<file path="config.mk">
export PLATFORM = sky130hd
export DESIGN_NAME = sentinel_auth_sequencer
export DESIGN_NICKNAME = d
export VERILOG_FILES = /design/src/rtl/sentinel_auth_sequencer.sv
export SDC_FILE = /design/constraint.sdc
export NUM_CORES = 1
export LEC_CHECK = 0
export ABC_CLOCK_PERIOD_IN_PS = 5300
export CAP_MARGIN = 20
export CORE_MARGIN = 4
export CORE_UTILIZATION = 55
export DETAILED_ROUTE_END_ITERATION = 16
export PLACE_DENSITY = 0.78
export SLEW_MARGIN = 25
export SYNTH_ARGS = -nofsm -noshare
export SYNTH_HDL_FRONTEND = slang
export SYNTH_SLANG_ARGS = --single-unit
</file>
<file path="constraint.sdc">
create_clock -name clk -period 5.3 [get_ports clk]
set_clock_uncertainty 0.05 [all_clocks]
set_input_delay 0.53 -clock clk [delete_from_list [all_inputs] [get_ports clk]]
set_output_delay 0.53 -clock clk [all_outputs]
set_load 0.03 [all_outputs]
</file>
<file path="src/rtl/sentinel_auth_sequencer.sv">
// -----------------------------------------------------------------------------
// sentinel_auth_sequencer
//
// Four-byte authorization sequencer. Each attempt collects exactly four key
// bytes and compares them against KEY without aborting early on a mismatch. A
// correct attempt opens the lock (VERIFIED) until a clear request arrives. An
// attempt that is wrong or times out counts as a failure, and MAX_FAIL
// failures force a timed LOCKOUT. While ena is low, all state holds.
//
// Parameters
//   KEY            four-byte sequence; byte 0 = KEY[31:24], byte 3 = KEY[7:0]
//   MAX_FAIL       failed attempts that trigger lockout (1-7)
//   LOCKOUT_CYCLES lockout duration in enabled cycles (1-65535)
//   BYTE_TIMEOUT   max enabled cycles between bytes of one attempt (1-255)
//
// Ports
//   clk        rising-edge clock
//   rst_n      asynchronous active-low reset
//   ena        global enable; low freezes all state and outputs
//   key_byte   candidate key byte, qualified by key_valid
//   key_valid  single-cycle strobe for key_byte
//   clear      relock / abort request
//   status     seven-segment code: C7 locked, C1 verified, 8E lockout
//   verified   high only while VERIFIED
//   locked_out high only while LOCKOUT
//   fail_count failed attempts since last success or lockout expiry
// -----------------------------------------------------------------------------
module sentinel_auth_sequencer #(
    parameter logic [31:0] KEY            = 32'hB63A5CE1,
    parameter int unsigned MAX_FAIL       = 3,
    parameter int unsigned LOCKOUT_CYCLES = 1024,
    parameter int unsigned BYTE_TIMEOUT   = 255
) (
    input  logic       clk,
    input  logic       rst_n,
    input  logic       ena,
    input  logic [7:0] key_byte,
    input  logic       key_valid,
    input  logic       clear,
    output logic [7:0] status,
    output logic       verified,
    output logic       locked_out,
    output logic [2:0] fail_count
);

    localparam logic [2:0]  MAX_FAIL_C  = 3'(MAX_FAIL);
    localparam logic [15:0] LOCK_LOAD   = 16'(LOCKOUT_CYCLES);
    localparam logic [7:0]  BYTE_LOAD   = 8'(BYTE_TIMEOUT);

    localparam logic [7:0]  ST_LOCKED   = 8'hC7;
    localparam logic [7:0]  ST_VERIFIED = 8'hC1;
    localparam logic [7:0]  ST_LOCKOUT  = 8'h8E;

    typedef enum logic [1:0] {
        S_IDLE     = 2'd0,
        S_COLLECT  = 2'd1,
        S_VERIFIED = 2'd2,
        S_LOCKOUT  = 2'd3
    } state_e;

    state_e      state_q, state_d;
    logic [1:0]  idx_q, idx_d;              // index of the next byte to compare
    logic        mismatch_q, mismatch_d;    // sticky: any byte of this attempt wrong
    logic [7:0]  byte_timer_q, byte_timer_d;
    logic [15:0] lock_timer_q, lock_timer_d;
    logic [2:0]  fail_q, fail_d;
    logic [7:0]  status_q, status_d;
    logic        verified_q, verified_d;
    logic        locked_out_q, locked_out_d;

    // Key byte expected at the current collection index.
    logic [7:0] expected_byte;
    always_comb begin
        case (idx_q)
            2'd0:    expected_byte = KEY[31:24];
            2'd1:    expected_byte = KEY[23:16];
            2'd2:    expected_byte = KEY[15:8];
            default: expected_byte = KEY[7:0];
        endcase
    end

    logic mismatch_now;
    assign mismatch_now = mismatch_q | (key_byte != expected_byte);

    logic       attempt_done;
    logic       attempt_bad;
    logic [2:0] fail_inc;

    always_comb begin
        // NOTE: every signal driven here gets a hold/default value first, so no
        // path through the branches below can leave one unassigned (no latches).
        state_d      = state_q;
        idx_d        = idx_q;
        mismatch_d   = mismatch_q;
        byte_timer_d = byte_timer_q;
        lock_timer_d = lock_timer_q;
        fail_d       = fail_q;
        attempt_done = 1'b0;
        attempt_bad  = 1'b0;
        fail_inc     = fail_q;

        if (ena) begin
            case (state_q)
                S_IDLE: begin
                    if (clear) begin
                        // clear beats a simultaneous key_valid: byte is dropped
                        idx_d      = 2'd0;
                        mismatch_d = 1'b0;
                    end else if (key_valid) begin
                        state_d      = S_COLLECT;
                        idx_d        = 2'd1;
                        mismatch_d   = (key_byte != KEY[31:24]);
                        byte_timer_d = BYTE_LOAD;
                    end
                end

                S_COLLECT: begin
                    if (clear) begin
                        // abort without charging a failed attempt
                        state_d      = S_IDLE;
                        idx_d        = 2'd0;
                        mismatch_d   = 1'b0;
                        byte_timer_d = 8'd0;
                    end else if (key_valid) begin
                        // a byte arriving on the timeout cycle still counts
                        if (idx_q == 2'd3) begin
                            attempt_done = 1'b1;
                            attempt_bad  = mismatch_now;
                        end else begin
                            idx_d        = idx_q + 2'd1;
                            mismatch_d   = mismatch_now;
                            byte_timer_d = BYTE_LOAD;
                        end
                    end else if (byte_timer_q <= 8'd1) begin
                        attempt_done = 1'b1;
                        attempt_bad  = 1'b1;
                    end else begin
                        byte_timer_d = byte_timer_q - 8'd1;
                    end
                end

                S_VERIFIED: begin
                    if (clear) begin
                        state_d    = S_IDLE;
                        idx_d      = 2'd0;
                        mismatch_d = 1'b0;
                    end
                end

                S_LOCKOUT: begin
                    // key_valid and clear are deliberately ignored here
                    if (lock_timer_q <= 16'd1) begin
                        state_d      = S_IDLE;
                        lock_timer_d = 16'd0;
                        fail_d       = 3'd0;
                    end else begin
                        lock_timer_d = lock_timer_q - 16'd1;
                    end
                end

                default: state_d = S_IDLE;
            endcase

            if (attempt_done) begin
                idx_d        = 2'd0;
                mismatch_d   = 1'b0;
                byte_timer_d = 8'd0;
                if (!attempt_bad) begin
                    state_d = S_VERIFIED;
                    fail_d  = 3'd0;
                end else begin
                    fail_inc = (fail_q < MAX_FAIL_C) ? fail_q + 3'd1 : fail_q;
                    fail_d   = fail_inc;
                    if (fail_inc == MAX_FAIL_C) begin
                        state_d      = S_LOCKOUT;
                        lock_timer_d = LOCK_LOAD;
                    end else begin
                        state_d = S_IDLE;
                    end
                end
            end
        end

        // Outputs are registered from the next state so they change on the
        // same edge as the state register (verified appears one cycle after
        // the fourth byte is sampled).
        status_d     = ST_LOCKED;
        verified_d   = 1'b0;
        locked_out_d = 1'b0;
        case (state_d)
            S_VERIFIED: begin
                status_d   = ST_VERIFIED;
                verified_d = 1'b1;
            end
            S_LOCKOUT: begin
                status_d     = ST_LOCKOUT;
                locked_out_d = 1'b1;
            end
            default: status_d = ST_LOCKED;
        endcase
    end

    always_ff @(posedge clk or negedge rst_n) begin
        if (!rst_n) begin
            state_q      <= S_IDLE;
            idx_q        <= 2'd0;
            mismatch_q   <= 1'b0;
            byte_timer_q <= 8'd0;
            lock_timer_q <= 16'd0;
            fail_q       <= 3'd0;
            status_q     <= ST_LOCKED;
            verified_q   <= 1'b0;
            locked_out_q <= 1'b0;
        end else begin
            // NOTE: non-blocking assignments so every flop samples the values
            // from before this edge, independent of statement order.
            state_q      <= state_d;
            idx_q        <= idx_d;
            mismatch_q   <= mismatch_d;
            byte_timer_q <= byte_timer_d;
            lock_timer_q <= lock_timer_d;
            fail_q       <= fail_d;
            status_q     <= status_d;
            verified_q   <= verified_d;
            locked_out_q <= locked_out_d;
        end
    end

    assign status     = status_q;
    assign verified   = verified_q;
    assign locked_out = locked_out_q;
    assign fail_count = fail_q;

endmodule

</file>
==> results.yml <==
yosys:
  dominantRegCellSynth: "dfrtp_1"
  synth_seq_cells: 36
  synth_edf_count: 0
  synth_top_area_share_pct: 33.4
  ys_top_cells_by_area: "dfrtp_1, ha_1, nand2_1, a21oi_1, inv_1"
  syn_area_per_cell_sq_um: 8.81
  yosysMostFrequentCell: "dfrtp_1"
  yosysTopAreaCell: "dfrtp_1"
  netlist_area_sq_um: 2550
  netlist_instances: 289
  ys_warn_count: 0
  synth_common_cells: "dfrtp_1, nand2_1, inv_1, nor2_1, a21oi_1"
  ys_types: 65
  ys_seq_area_share_pct: 35.5
  synthArstFlopShare_pct: 100
placement:
  routabilityCongestion: 0.894
  placed_cell_area_sq_um: 2770
  place_hpwl_mm: 4.06
  dp.cells: 352
  port_buffers: 22
global_route:
  grt_pass1_wl_mm: 9.86
  antenna_found_initial: 0
  track_usage_pct: 20.0
  grt_pass1_vias: 2142
  grt_max_degree: 37
  grt-ovfl-total: 0
cells_and_area:
  fillers: 371
  seqCellArea_sq_um: 903
  post-route-util_pct: 64.6
  drive_gt1_share_pct: 9.74
  diodes: 0
  multiInputGateArea_sq_um: 1490
  stdcell_count: 360
  nets: 335
  area_growth_pct: 12.0
  design_area_sq_um: 2850
clock_network:
  postCtsHoldBufs: 0
  clockBufferDepth: 2
  cts_setup_buffers: 0
  cts_tree: "done"
  root_buffer: "clkbuf_8"
  worst_skew_pair.late_latency_ps: 290
  cts_htree_levels: 2
  cts_num_sinks: 36
  cts_resized: 0
  clk_pin_slew_worst_paths_ps: 80
  cts_made_buffers: 5
floorplan:
  row_count: 24
  die_w_microns: 76.0
  dieArea_sq_um: 5780
  core-area_sq_um: 4410
  die_h_microns: 76.0
  io_pins: 26
  start_util_pct: 57.7
sta:
  period_needed_ps: 3310
  finalHoldViolations: 0
  drv_slew: 0
  setup_tns_ps: 0
  final-setup-viol-count: 0
  rsz0062_at_grt: "no"
  slew_headroom_pct: 49.9
  worst_pin_slew_ps: 749
  fin_crit_sh_pct: 62.4
  fmax_mhz: 302
hold_path:
  holdPathStages: 1
  hold_class: "flop to flop"
worst_setup_path:
  reg2reg_depth: 9
  critPathKind: "flop to flop"
  cp-end-kind: "flop"
  cp.required_ps: 5420
  crit_path_start_kind: "flop"
  critPathMaxFanout: 21
  critPathArrivalTime_ps: 3420
routing:
  drtIter0Drc: 147
  vias: 2290
  via_per_inst: 6.36
  drtAntennaViolNets: 0
  finalWirelength_mm: 5.68
  drtPass1Iterations: 4
  route.detailed.drc: 0
  wl_per_cell_microns: 15.8
power:
  power-per-cell-area_nw_per_um2: 310
  p_leak_nw: 1.14
  ir_drop_uv: 187
run:
  maxCapViolCount: 0
run_status:
  status: "completed"
==> worst max-delay path, cell delays in order, from the launching register on <==
cell and delay [ps]:
dfrtp_1 420, inv_1 100, ha_1 350, or3b_1 400, a2111oi_0 360, o211ai_1 160
o21bai_1 150, buf_4 260, nand3_1 420, o311ai_0 500
==> power breakdown <==
group / switching [mW] / internal, mW
Sequential: 0.0676 / 0.334
Combinational: 0.166 / 0.117
Clock: 0.107 / 0.0917
Total: 0.340 / 0.544
==> per-layer routing <==
metal | track usage, % | part of all wire [%] | routed length (microns)
met2 | 30.0 | 45 | 2540
met1 | 28.6 | 48 | 2730
met3 | 4.14 | 5.5 | 313
met5 | 0 | 0 | 0
met4 | 6.76 | 1.8 | 102
==> cells in the final DEF (no fill, tap or decap), types with 3 or more instances in the layout <==
cell             instances
nand2_1                 29
o22a_1                   7
a21oi_1                 16
nand3b_1                 4
nand2b_1                 4
nor4_1                   3
a31oi_1                  9
o311ai_0                 4
clkbuf_8                 5
o22ai_1                  5
conb_1                   3
nor2_1                  19
nor3_1                  10
o21ai_0                 10
o211ai_1                 3
nand3_1                 12
or3_1                    3
ha_1                    15
clkdlybuf4s50_1         22
nor2b_1                  6
inv_1                   19
o31ai_1                  8
o21bai_1                 3
dfrtp_1                 34
nand4_1                  3
==> sequential cells by signal, indices dropped and copies added (netlist names) <==
signal        count
verified          1
state_q           2
fail_count        3
idx_q             2
mismatch_q        1
status            2
byte_timer_q      8
locked_out        1
lock_timer_q     16
==> logic make-up (layout without fill, tap and decap cells) <==
group	after synthesis	count (layout)	share of synthesized area, %
compound gates	94	94	28.1
simple gates	107	107	22.2
flops	36	36	35.5
buf+inv	34	52	6.29
other cells	2	3	0.295
fa+ha+maj	15	15	7.37
xor+xnor	1	1	0.344
==> area by class of cell <==
cell class              count  share of cell area, %
multi-input cells         220                   52.1
flip-flops and latches     36                   31.7
repair buffers             24                   8.25
inverters                  20                   2.63
clock buffers               5                   2.41
well taps                  52                   2.28
clock inverters             3                  0.658
==> path summary, 6_finish.rpt <==
| path | start | to | slack (ps) |
|---|---|---|---|
| max in group asynchronous | rst_n | status[2] | 4260 |
| min reg2reg | lock_timer_q[14] | lock_timer_q[14] | 470 |
| max reg2reg | idx_q[0] | lock_timer_q[11] | 1990 |
| min | lock_timer_q[14] | lock_timer_q[14] | 470 |
| min in group asynchronous | rst_n | byte_timer_q[2] | 590 |
| max | idx_q[0] | lock_timer_q[11] | 1990 |
==> metrics by stage <==
step	hold WS (ps)	setup WS (ps)	power [mW]
after floorplan	184	2710	0.606
after global placement	435	1950	0.674
after detailed placement	453	1820	0.686
after CTS	466	1940	0.884
after global routing	478	1660	0.944
final	471	1990	0.884
Note: power is estimated with default switching activity, not from simulation.
